--- config.mk ---
export PLATFORM = sky130hd
export DESIGN_NAME = reg_bank8_sweep
export DESIGN_NICKNAME = d
export VERILOG_FILES = /design/src/rtl/reg_bank8_sweep.sv
export SDC_FILE = /design/constraint.sdc
export NUM_CORES = 1
export LEC_CHECK = 0
export CORE_MARGIN = 2
export CORE_UTILIZATION = 47
export DETAILED_ROUTE_END_ITERATION = 10
export GPL_ROUTABILITY_DRIVEN = 0
export PLACE_DENSITY_LB_ADDON = 0.08
export SLEW_MARGIN = 20
export SYNTH_ARGS = -nofsm -noshare
export SYNTH_HDL_FRONTEND = slang
export SYNTH_SLANG_ARGS = --single-unit
--- constraint.sdc ---
create_clock -name clock -period 2 [get_ports clock]
set_input_delay 0.4 -clock clock [delete_from_list [all_inputs] [get_ports clock]]
set_output_delay 0.4 -clock clock [all_outputs]
set_load 0.005 [all_outputs]
--- src/rtl/reg_bank8_sweep.sv ---
// reg_bank8_sweep: upstream feeder for a Mux8Way16 stage.
// Eight WIDTH-bit registers drive the mux data inputs a..h through a single
// addressed write port. A sweep sequencer drives sel through 0..7, holding
// each value for DWELL clocks. It runs one pass per start pulse, or runs
// back-to-back passes while cont is high.
//
// Optional build macro REG_BANK8_CLEAR_EN adds a 'clear' input. Clear zeroes
// all eight registers and does not touch the sequencer.
//
// Handshake semantics: load is a fire-and-forget write strobe with an
// implicit ready of 1. Every edge with load=1 is a completed write, in any
// state. start is a request that is only consumed in IDLE and is otherwise
// dropped. done is a single-cycle valid pulse with no back-pressure.
//
// Debug: state_dbg exposes the sequencer state (0 = IDLE, 1 = RUN).

module reg_bank8_sweep #(
    parameter int WIDTH = 16,
    parameter int DWELL = 4
) (
    input  logic             clock,
    input  logic             reset,
    input  logic [WIDTH-1:0] in,
    input  logic             load,
    input  logic [2:0]       address,
    input  logic             start,
    input  logic             cont,
`ifdef REG_BANK8_CLEAR_EN
    input  logic             clear,
`endif
    output logic [WIDTH-1:0] a,
    output logic [WIDTH-1:0] b,
    output logic [WIDTH-1:0] c,
    output logic [WIDTH-1:0] d,
    output logic [WIDTH-1:0] e,
    output logic [WIDTH-1:0] f,
    output logic [WIDTH-1:0] g,
    output logic [WIDTH-1:0] h,
    output logic [2:0]       sel,
    output logic             busy,
    output logic             done,
    output logic             state_dbg
);

    typedef enum logic {
        IDLE = 1'b0,
        RUN  = 1'b1
    } state_t;

    // Last dwell count before sel advances; the dwell counter is 8 bits wide.
    localparam logic [7:0] DWELL_LAST = 8'(DWELL - 1);

    logic [7:0][WIDTH-1:0] regs_q, regs_d;

    state_t     state_q, state_d;
    logic [2:0] sel_q, sel_d;
    logic [7:0] dwell_q, dwell_d;
    logic       busy_q, busy_d;
    logic       done_q, done_d;

    // Register write path: clear (when built in) beats load; writes never stall the sweep.
    always_comb begin
        regs_d = regs_q;
`ifdef REG_BANK8_CLEAR_EN
        if (clear) begin
            regs_d = '0;
        end else if (load) begin
            regs_d[address] = in;
        end
`else
        if (load) begin
            regs_d[address] = in;
        end
`endif
    end

    // Register bank storage with synchronous reset.
    always_ff @(posedge clock) begin
        if (reset) begin
            regs_q <= '0;
        end else begin
            regs_q <= regs_d;
        end
    end

    // Sweep sequencer next-state: dwell counting, sel stepping, wrap/done, cont handling.
    always_comb begin
        state_d = state_q;
        sel_d   = sel_q;
        dwell_d = dwell_q;
        busy_d  = busy_q;
        done_d  = 1'b0;
        unique case (state_q)
            IDLE: begin
                busy_d = 1'b0;
                if (start) begin
                    sel_d   = 3'd0;
                    dwell_d = 8'd0;
                    busy_d  = 1'b1;
                    state_d = RUN;
                end
            end
            RUN: begin
                if (dwell_q == DWELL_LAST) begin
                    dwell_d = 8'd0;
                    if (sel_q != 3'd7) begin
                        sel_d = sel_q + 3'd1;
                    end else begin
                        // End of pass: pulse done and wrap; cont decides whether to keep going.
                        done_d = 1'b1;
                        sel_d  = 3'd0;
                        if (!cont) begin
                            busy_d  = 1'b0;
                            state_d = IDLE;
                        end
                    end
                end else begin
                    dwell_d = dwell_q + 8'd1;
                end
            end
            default: begin
                state_d = IDLE;
                busy_d  = 1'b0;
            end
        endcase
    end

    // Sequencer state register; reset aborts any sweep without a done pulse.
    always_ff @(posedge clock) begin
        if (reset) begin
            state_q <= IDLE;
            sel_q   <= 3'd0;
            dwell_q <= 8'd0;
            busy_q  <= 1'b0;
            done_q  <= 1'b0;
        end else begin
            state_q <= state_d;
            sel_q   <= sel_d;
            dwell_q <= dwell_d;
            busy_q  <= busy_d;
            done_q  <= done_d;
        end
    end

    assign a = regs_q[0];
    assign b = regs_q[1];
    assign c = regs_q[2];
    assign d = regs_q[3];
    assign e = regs_q[4];
    assign f = regs_q[5];
    assign g = regs_q[6];
    assign h = regs_q[7];

    assign sel       = sel_q;
    assign busy      = busy_q;
    assign done      = done_q;
    assign state_dbg = state_q;

endmodule

==> summary.txt, run 1 <==
Floorplanning
  – Die area: 0.0123 mm2
  – Die Y: 111 um
  – Initial core utilization: 0.477
  – Row cnt: 39
  – Die width: around 110 um
  – I/O pins: around 160
  – CORE AREA: between 0.01 and 0.015 mm2

Logic synthesis
  – Seq/Total Area, Yosys: 0.529
  – Synthesis warning total: 0
  – Synth Instances: 673
  – Mean post-synth cell area: about 8.0 um2
  – Yosys top cell area share: 0.529
  – Syn nets: 701
  – Post-Synthesis Cell Area: 0.00538 mm2
  – #FFs+latches synth: 142
  – Post-synth cell types: 38
  – Synth area leader: dfxtp_1
  – Top post-synthesis cells by area: dfxtp_1 (53%), nand2_1 (18%), a21oi_1 (12%), clkbuf_1 (2.7%), buf_4 (2.2%)

Clocking
  – CTS Hold Bufs: 0
  – Clock transition at path regs: 0.06 ns
  – # clock sinks: 142
  – Htree depth: 4
  – Root Buffer: clkbuf_16
  – CTS buffer count: 17
  – Clock latency on the worst-skew pair: 0.42 ns
  – CTS tree: yes
  – Post_cts resized: 0
  – CTS max path bufs: 2
  – Post-CTS setup buffers: 0

Place
  – I/O Buffers: 157
  – Post-DP HPWL: approximately 11,000 um
  – DP Area: 0.00707 mm2

Worst setup path
  – Crit path launch type: flip-flop
  – Worst path arrival time: 2.04 ns
  – Register-to-Register Path Depth: 4
  – Setup crit end kind: flip-flop
  – Worst path slowest cell: nor4b_1
  – CP Class: flip-flop to flip-flop
  – CP required: roughly 2.3 ns
  – R2R setup slack: 0.24 ns
  – RR Endpoint: busy
  – R2R Path Start: dwell_q[0]
  – CP Max Fanout: 8
  – Crit-path cells: ha_1 > nand4bb_1 > nor4b_1 > a211oi_1
  – CP max stage delay: 0.49 ns

STA
  – RSZ-0062 raised after global routing: false
  – Final Critical Period: about 1.8 ns
  – Slew Viols, Final: 0
  – Peak Freq: 569 MHz
  – Post-Route Skew: 0.00252 ns
  – Final worst-path cycle share: 0.878
  – Rel. slew slack: 0.617
  – Final hold vios: 0
  – Worst-Margin Slew: 0.573 ns
  – Setup TNS Final: 0 ns
  – Setup violations, final: 0

Routing
  – DR WL/cell: 16.4 um
  – Via count: 5,051
  – Vias per cell: 5.25
  – Drt pass-1 iters: 4
  – DRT Wirelength: 15,800 um
  – ANT nets after route: 0
  – Residual DRC: 0
  – Drt initial violations: approximately 350

Global routing
  – Antenna violations before repair: 0
  – Vias in the first global route: 4,925
  – Global-route wire length before repair: 25,200 um
  – Largest net degree at the start of global routing: 61
  – GRT Overall Usage: 0.260
  – GR Overflow Total: 0

Finish
  – Layout area overhead: 43.3%
  – Layout Nets: 835
  – Layout cells sized above 1: 0.0781
  – Final Cell Area: 0.00770 mm2
  – ANT cells: 0

Power and ir drop
  – Pleak: 2.61 nW
  – Power per cell area: 874 mW/mm2
  – Worst vdd ir: about 630 uV

Outcome
  – Status: finished clean

Hold path
  – Hold path depth: 2
  – Worst Hold Launch: reset
  – Hold EP: e[1]
  – Hold crit path type: input port to flip-flop

Job
  – Max Cap Violations: 0
-- critical path, delay by kind of cell, from the launching register on --
family	cells	cell delay, ns
AOI/OAI and AO/OA	1	0.11
adders and majority gates	1	0.28
DFF	1	0.46
and+or+nand+nor	2	0.76
-- metrics by stage --
stage	std cells	hold WS (ns)	setup slack (ns)	util	total power, mW
2_1_floorplan	673	0.453	0.299	-	3.20
3_3_place_gp	931	0.441	0.0318	0.627	3.44
3_5_place_dp	931	0.448	0.00296	0.627	3.45
4_1_cts	962	0.408	0.234	0.683	6.77
5_1_grt	962	0.428	0.113	0.683	6.93
6_report	962	0.418	0.243	0.683	6.73
-- layer usage --
metal / vias to the layer above / wire length [um] / global-route usage / part of all wire
met1: 2377 / 6360 / 0.309 / 0.40
met5: - / 0 / 0 / 0
met2: 169 / 7880 / 0.434 / 0.50
met3: 18 / 1370 / 0.0837 / 0.087
met4: 0 / 191 / 0.110 / 0.012
li1: 2487 / - / - / -
-- report_power, final --
group / total (mW) / switching (mW) / internal (mW)
Combinational: 0.469 / 0.252 / 0.217
Sequential: 2.93 / 0.0374 / 2.89
Clock: 3.33 / 1.16 / 2.17
-- sequential cells by signal (all words and copies together) (netlist names) --
register and flops:
f 16, g 16, d 16, e 16
a 16, done 1, b 16, h 16
state_dbg 1, sel 3, busy 1, dwell_q 8
c 16
-- layout make-up --
cell class | count | area, um2
Sequential cell | 142 | 2840
Timing Repair Buffer | 181 | 1820
Multi-Input combinational cell | 463 | 2220
Tap cell | 143 | 179
Inverter | 2 | 7.51
Clock inverter | 11 | 164
Fill cell | 922 | 3570
Clock buffer | 20 | 467
-- synth_stat cells --
cell / count
nand2_1: 261
dfxtp_1: 142
a21oi_1: 133
clkbuf_1: 38
buf_4: 16
buf_2: 10
nand3_1: 5
nand4_1: 5
o211ai_1: 5
ha_1: 4
nand4bb_1: 4
nor2b_1: 4
o21ai_1: 4
and4b_1: 3
nand2b_1: 3
nand4b_1: 3
nor3_1: 3
nor4bb_1: 3
a31oi_1: 2
and4_1: 2
buf_6: 2
inv_1: 2
nor4b_1: 2
o21ai_0: 2
or4_1: 2
a211oi_1: 1
a21bo_2: 1
a32oi_1: 1
a41oi_1: 1
nor2_1: 1
nor3b_1: 1
nor4_1: 1
nor4b_2: 1
o311ai_2: 1
o31ai_1: 1
or3_1: 1
or4_4: 1
or4b_2: 1
-- logic make-up after synthesis --
logic type      count (synthesis)  share of synthesized area
compound gates                152                      0.150
fa+ha+maj                       4                    0.00931
buf+inv                        68                     0.0638
flops                         142                      0.529
simple gates                  307                      0.249
-- worst max path at each step --
stage | startpoint | endpoint | slack (ns)
6_report | dwell_q[0] | busy | 0.24
5_1_grt | dwell_q[0] | busy | 0.11
4_1_cts | state_dbg | state_dbg | 0.23
3_5_place_dp | address[0] | a[4] | 0.003
3_3_place_gp | address[0] | a[6] | 0.03
2_1_floorplan | dwell_q[2] | sel[0] | 0.30
-- placed cells by master, fill, tap and decap left out, types with 2 or more instances in the layout --
cell             count
nor4bb_2             3
nor3_1               3
clkbuf_8             3
nand2_1            261
and4_1               2
nor4b_1              2
o21ai_0              2
bufinv_16            4
nand2b_1             3
nand4b_1             3
clkinvlp_4           2
inv_1                2
and4b_1              3
nand4bb_1            4
nand4_1              5
clkbuf_16           17
a31oi_1              2
or4_1                2
ha_1                 4
clkdlybuf4s50_1    156
buf_4               19
buf_12               6
a21oi_1            133
nand3_1              5
dfxtp_1            142
o211ai_1             5
o21ai_1              4
clkinv_2             4
nor2b_1              4
Power figures use the tool's default switching activity.
==> run 2, diff against run 1 <==
Settings changed: REMOVE_ABC_BUFFERS from default to 1, SLEW_MARGIN 20 to 0.
==> run 2 against run 1 <==
Compared with the run above:
- non-clock buffer count down 1
- global-route usage shrank 0.11 points
- total power decreased by 5.6%
- final area is 1.5% lower
- register-to-register slack about the same
- critical endpoint is now sel[0]
- sequential share of layout area increased by 0.55 points
- flip-flop and latch count is the same
- wire length increased by 1.6%
- count of clock-buffer cells in the layout fell by 1
==> summary.txt, run 2 (synthesis gave the netlist of run 1 again) <==
Outcome
  – Status: finished clean

Clocking
  – Root Buffer: clkbuf_16
  – Htree depth: 4 (unchanged)
  – Post_cts resized: 0 (unchanged)
  – CTS tree: yes
  – CTS Hold Bufs: 0 (unchanged)
  – # clock sinks: 142 (unchanged)
  – Clock latency on the worst-skew pair: 0.41 ns (about the same)
  – Post-CTS setup buffers: 0 (unchanged)
  – Clock transition at path regs: 0.06 ns (about the same)
  – CTS buffer count: 17 (unchanged)
  – CTS max path bufs: 2 (unchanged)

STA
  – Worst-Margin Slew: 0.627 ns (+0.0539 ns)
  – Final worst-path cycle share: 0.876 (-0.00207)
  – RSZ-0062 raised after global routing: false
  – Peak Freq: 571 MHz (+0.24%)
  – Rel. slew slack: 0.581 (-0.0361)
  – Post-Route Skew: 0.00351 ns (+0.000992 ns)
  – Slew Viols, Final: 0 (unchanged)
  – Setup violations, final: 0 (unchanged)
  – Final Critical Period: 1.75 ns (-0.00414 ns)
  – Final hold vios: 0 (unchanged)

Floorplanning
  – CORE AREA: 0.0113 mm2 (unchanged)
  – Row cnt: 39 (unchanged)
  – I/O pins: 158 (unchanged)
  – Die Y: 111 um (unchanged)
  – Die width: 111 um (unchanged)
  – Initial core utilization: 0.477 (unchanged)
  – Die area: 0.0123 mm2 (unchanged)

Worst setup path
  – Worst path arrival time: 2.09 ns (+0.05 ns)
  – CP required: 2.34 ns (+0.06 ns)
  – CP Class: flip-flop to flip-flop
  – Crit path launch type: flip-flop
  – R2R Path Start: dwell_q[0]
  – Setup crit end kind: flip-flop
  – CP Max Fanout: 8 (unchanged)
  – Worst setup path startpoint: dwell_q[0]

Routing
  – ANT nets after route: 0 (unchanged)
  – Residual DRC: 0 (unchanged)
  – Drt initial violations: 453 (+30%)
  – Via count: 5,091 (+0.79%)
  – DRT Wirelength: 16,000 um (+1.6%)
  – DR WL/cell: 16.7 um (+1.6%)
  – Drt pass-1 iters: 5 (+1)
  – Vias per cell: 5.29 (+0.79%)

Power and ir drop
  – Power per cell area: 837 mW/mm2 (-4.2%)
  – Switching Fraction: 0.237 (+0.0215)
  – Comb power frac: 0.074 (+0.004)
  – Sequential power share: 0.461 (+0.026)
  – Pleak: 2.55 nW (-2.5%)
  – Power Total: 6.35 mW (-5.6%)
  – Worst vdd ir: 517 uV (-17%)
  – Clock power frac: 0.465 (-0.030)
  – Total net switching power: 1.51 mW (+3.8%)
  – Pint: 4.84 mW (-8.2%)

Hold path
  – Worst Hold Launch: reset
  – Hold crit path type: input port to flip-flop

Global routing
  – GRT Overall Usage: 0.259 (-0.00111)
  – Antenna violations before repair: 0 (unchanged)
  – GR Overflow Total: 0 (unchanged)
  – Vias in the first global route: 4,724 (-4.1%)
  – Global-route wire length before repair: 25,000 um (-0.41%)
  – Largest net degree at the start of global routing: 75 (+23%)

Job
  – Max Cap Violations: 0 (unchanged)

Finish
  – Finished Layout Cells: 962 (unchanged)
  – ANT cells: 0 (unchanged)
  – Commonest non-fill, non-tap cell in the layout: nand2_1
  – Final Cell Area: 0.00759 mm2 (-1.5%)
  – Commonest non-fill, non-tap cells in the layout: nand2_1 (261), clkdlybuf4s50_1 (156), dfxtp_1 (142)
  – Layout area overhead: 41.2%
  – Layout Nets: 834 (-0.12%)
  – Layout cells sized above 1: 0.0769 (-0.00122)

Place
  – I/O Buffers: 157 (unchanged)
  – DP Area: 0.00703 mm2 (-0.58%)
  – Post-DP HPWL: 10,500 um (-1.4%)
  – Placed Cells: 930 (-0.11%)
[run 2: cell types whose count changed in the layout (fill, tap and decap cells not counted), sizes merged]
cell,previous run,this run
clkinvlp,2,6
bufinv,4,1
clkbuf,20,19
inv,2,3
buf,25,24
[run 2: power by group through the flow]
stage          sequential (mW)  combinational (mW)  clock [mW]
5_1_grt                   2.93               0.509        3.10
4_1_cts                   2.93               0.472        2.98
2_1_floorplan             2.99               0.115           0
3_3_place_gp              2.98               0.460           0
6_report                  2.93               0.473        2.95
3_5_place_dp              2.99               0.470           0
[run 2: worst paths after layout]
| path | end | slack, ns | depth (start not counted) |
|---|---|---|---|
| max | sel[0] | 0.25 | 4 |
| min | a[12] | 0.34 | 2 |
| max reg2reg | sel[0] | 0.25 | 4 |
| min reg2reg | a[8] | 0.45 | 2 |
[run 2: layout make-up]
class                      count  area (um2)
fill                         959        3680
sequential                   142        2840
multi-input combinational    463        2210
timing repair buffer         180        1790
clock buffer                  19         443
tap                          143         179
clock inverter                13         116
inverter                       2        7.51
[run 2: through the flow]
step                hold slack, ns  setup slack [ns]   util  TNS, ns
finish                       0.344             0.247  0.673        0
global route                 0.342             0.103  0.673        0
CTS                          0.335             0.243  0.673        0
detailed placement           0.447           -0.0561  0.624   -0.661
global placement             0.441           -0.0296  0.624   -0.333
floorplan                    0.447            0.0448      -        0
[run 2: critical path: stages (launching register included)]
cell and delay (ns):
dfxtp_1 0.47, ha_1 0.29, nand4bb_1 0.29, or4_1 0.48, a21oi_1 0.15
[run 2: metal layers]
layer | vias up | share of wire | wire (um) | GRT usage
met5 | - | 0 | 0 | 0
met4 | 0 | 0.012 | 195 | 0.0733
met3 | 16 | 0.083 | 1330 | 0.0809
met2 | 201 | 0.48 | 7740 | 0.437
met1 | 2396 | 0.42 | 6770 | 0.321
li1 | 2478 | - | - | -
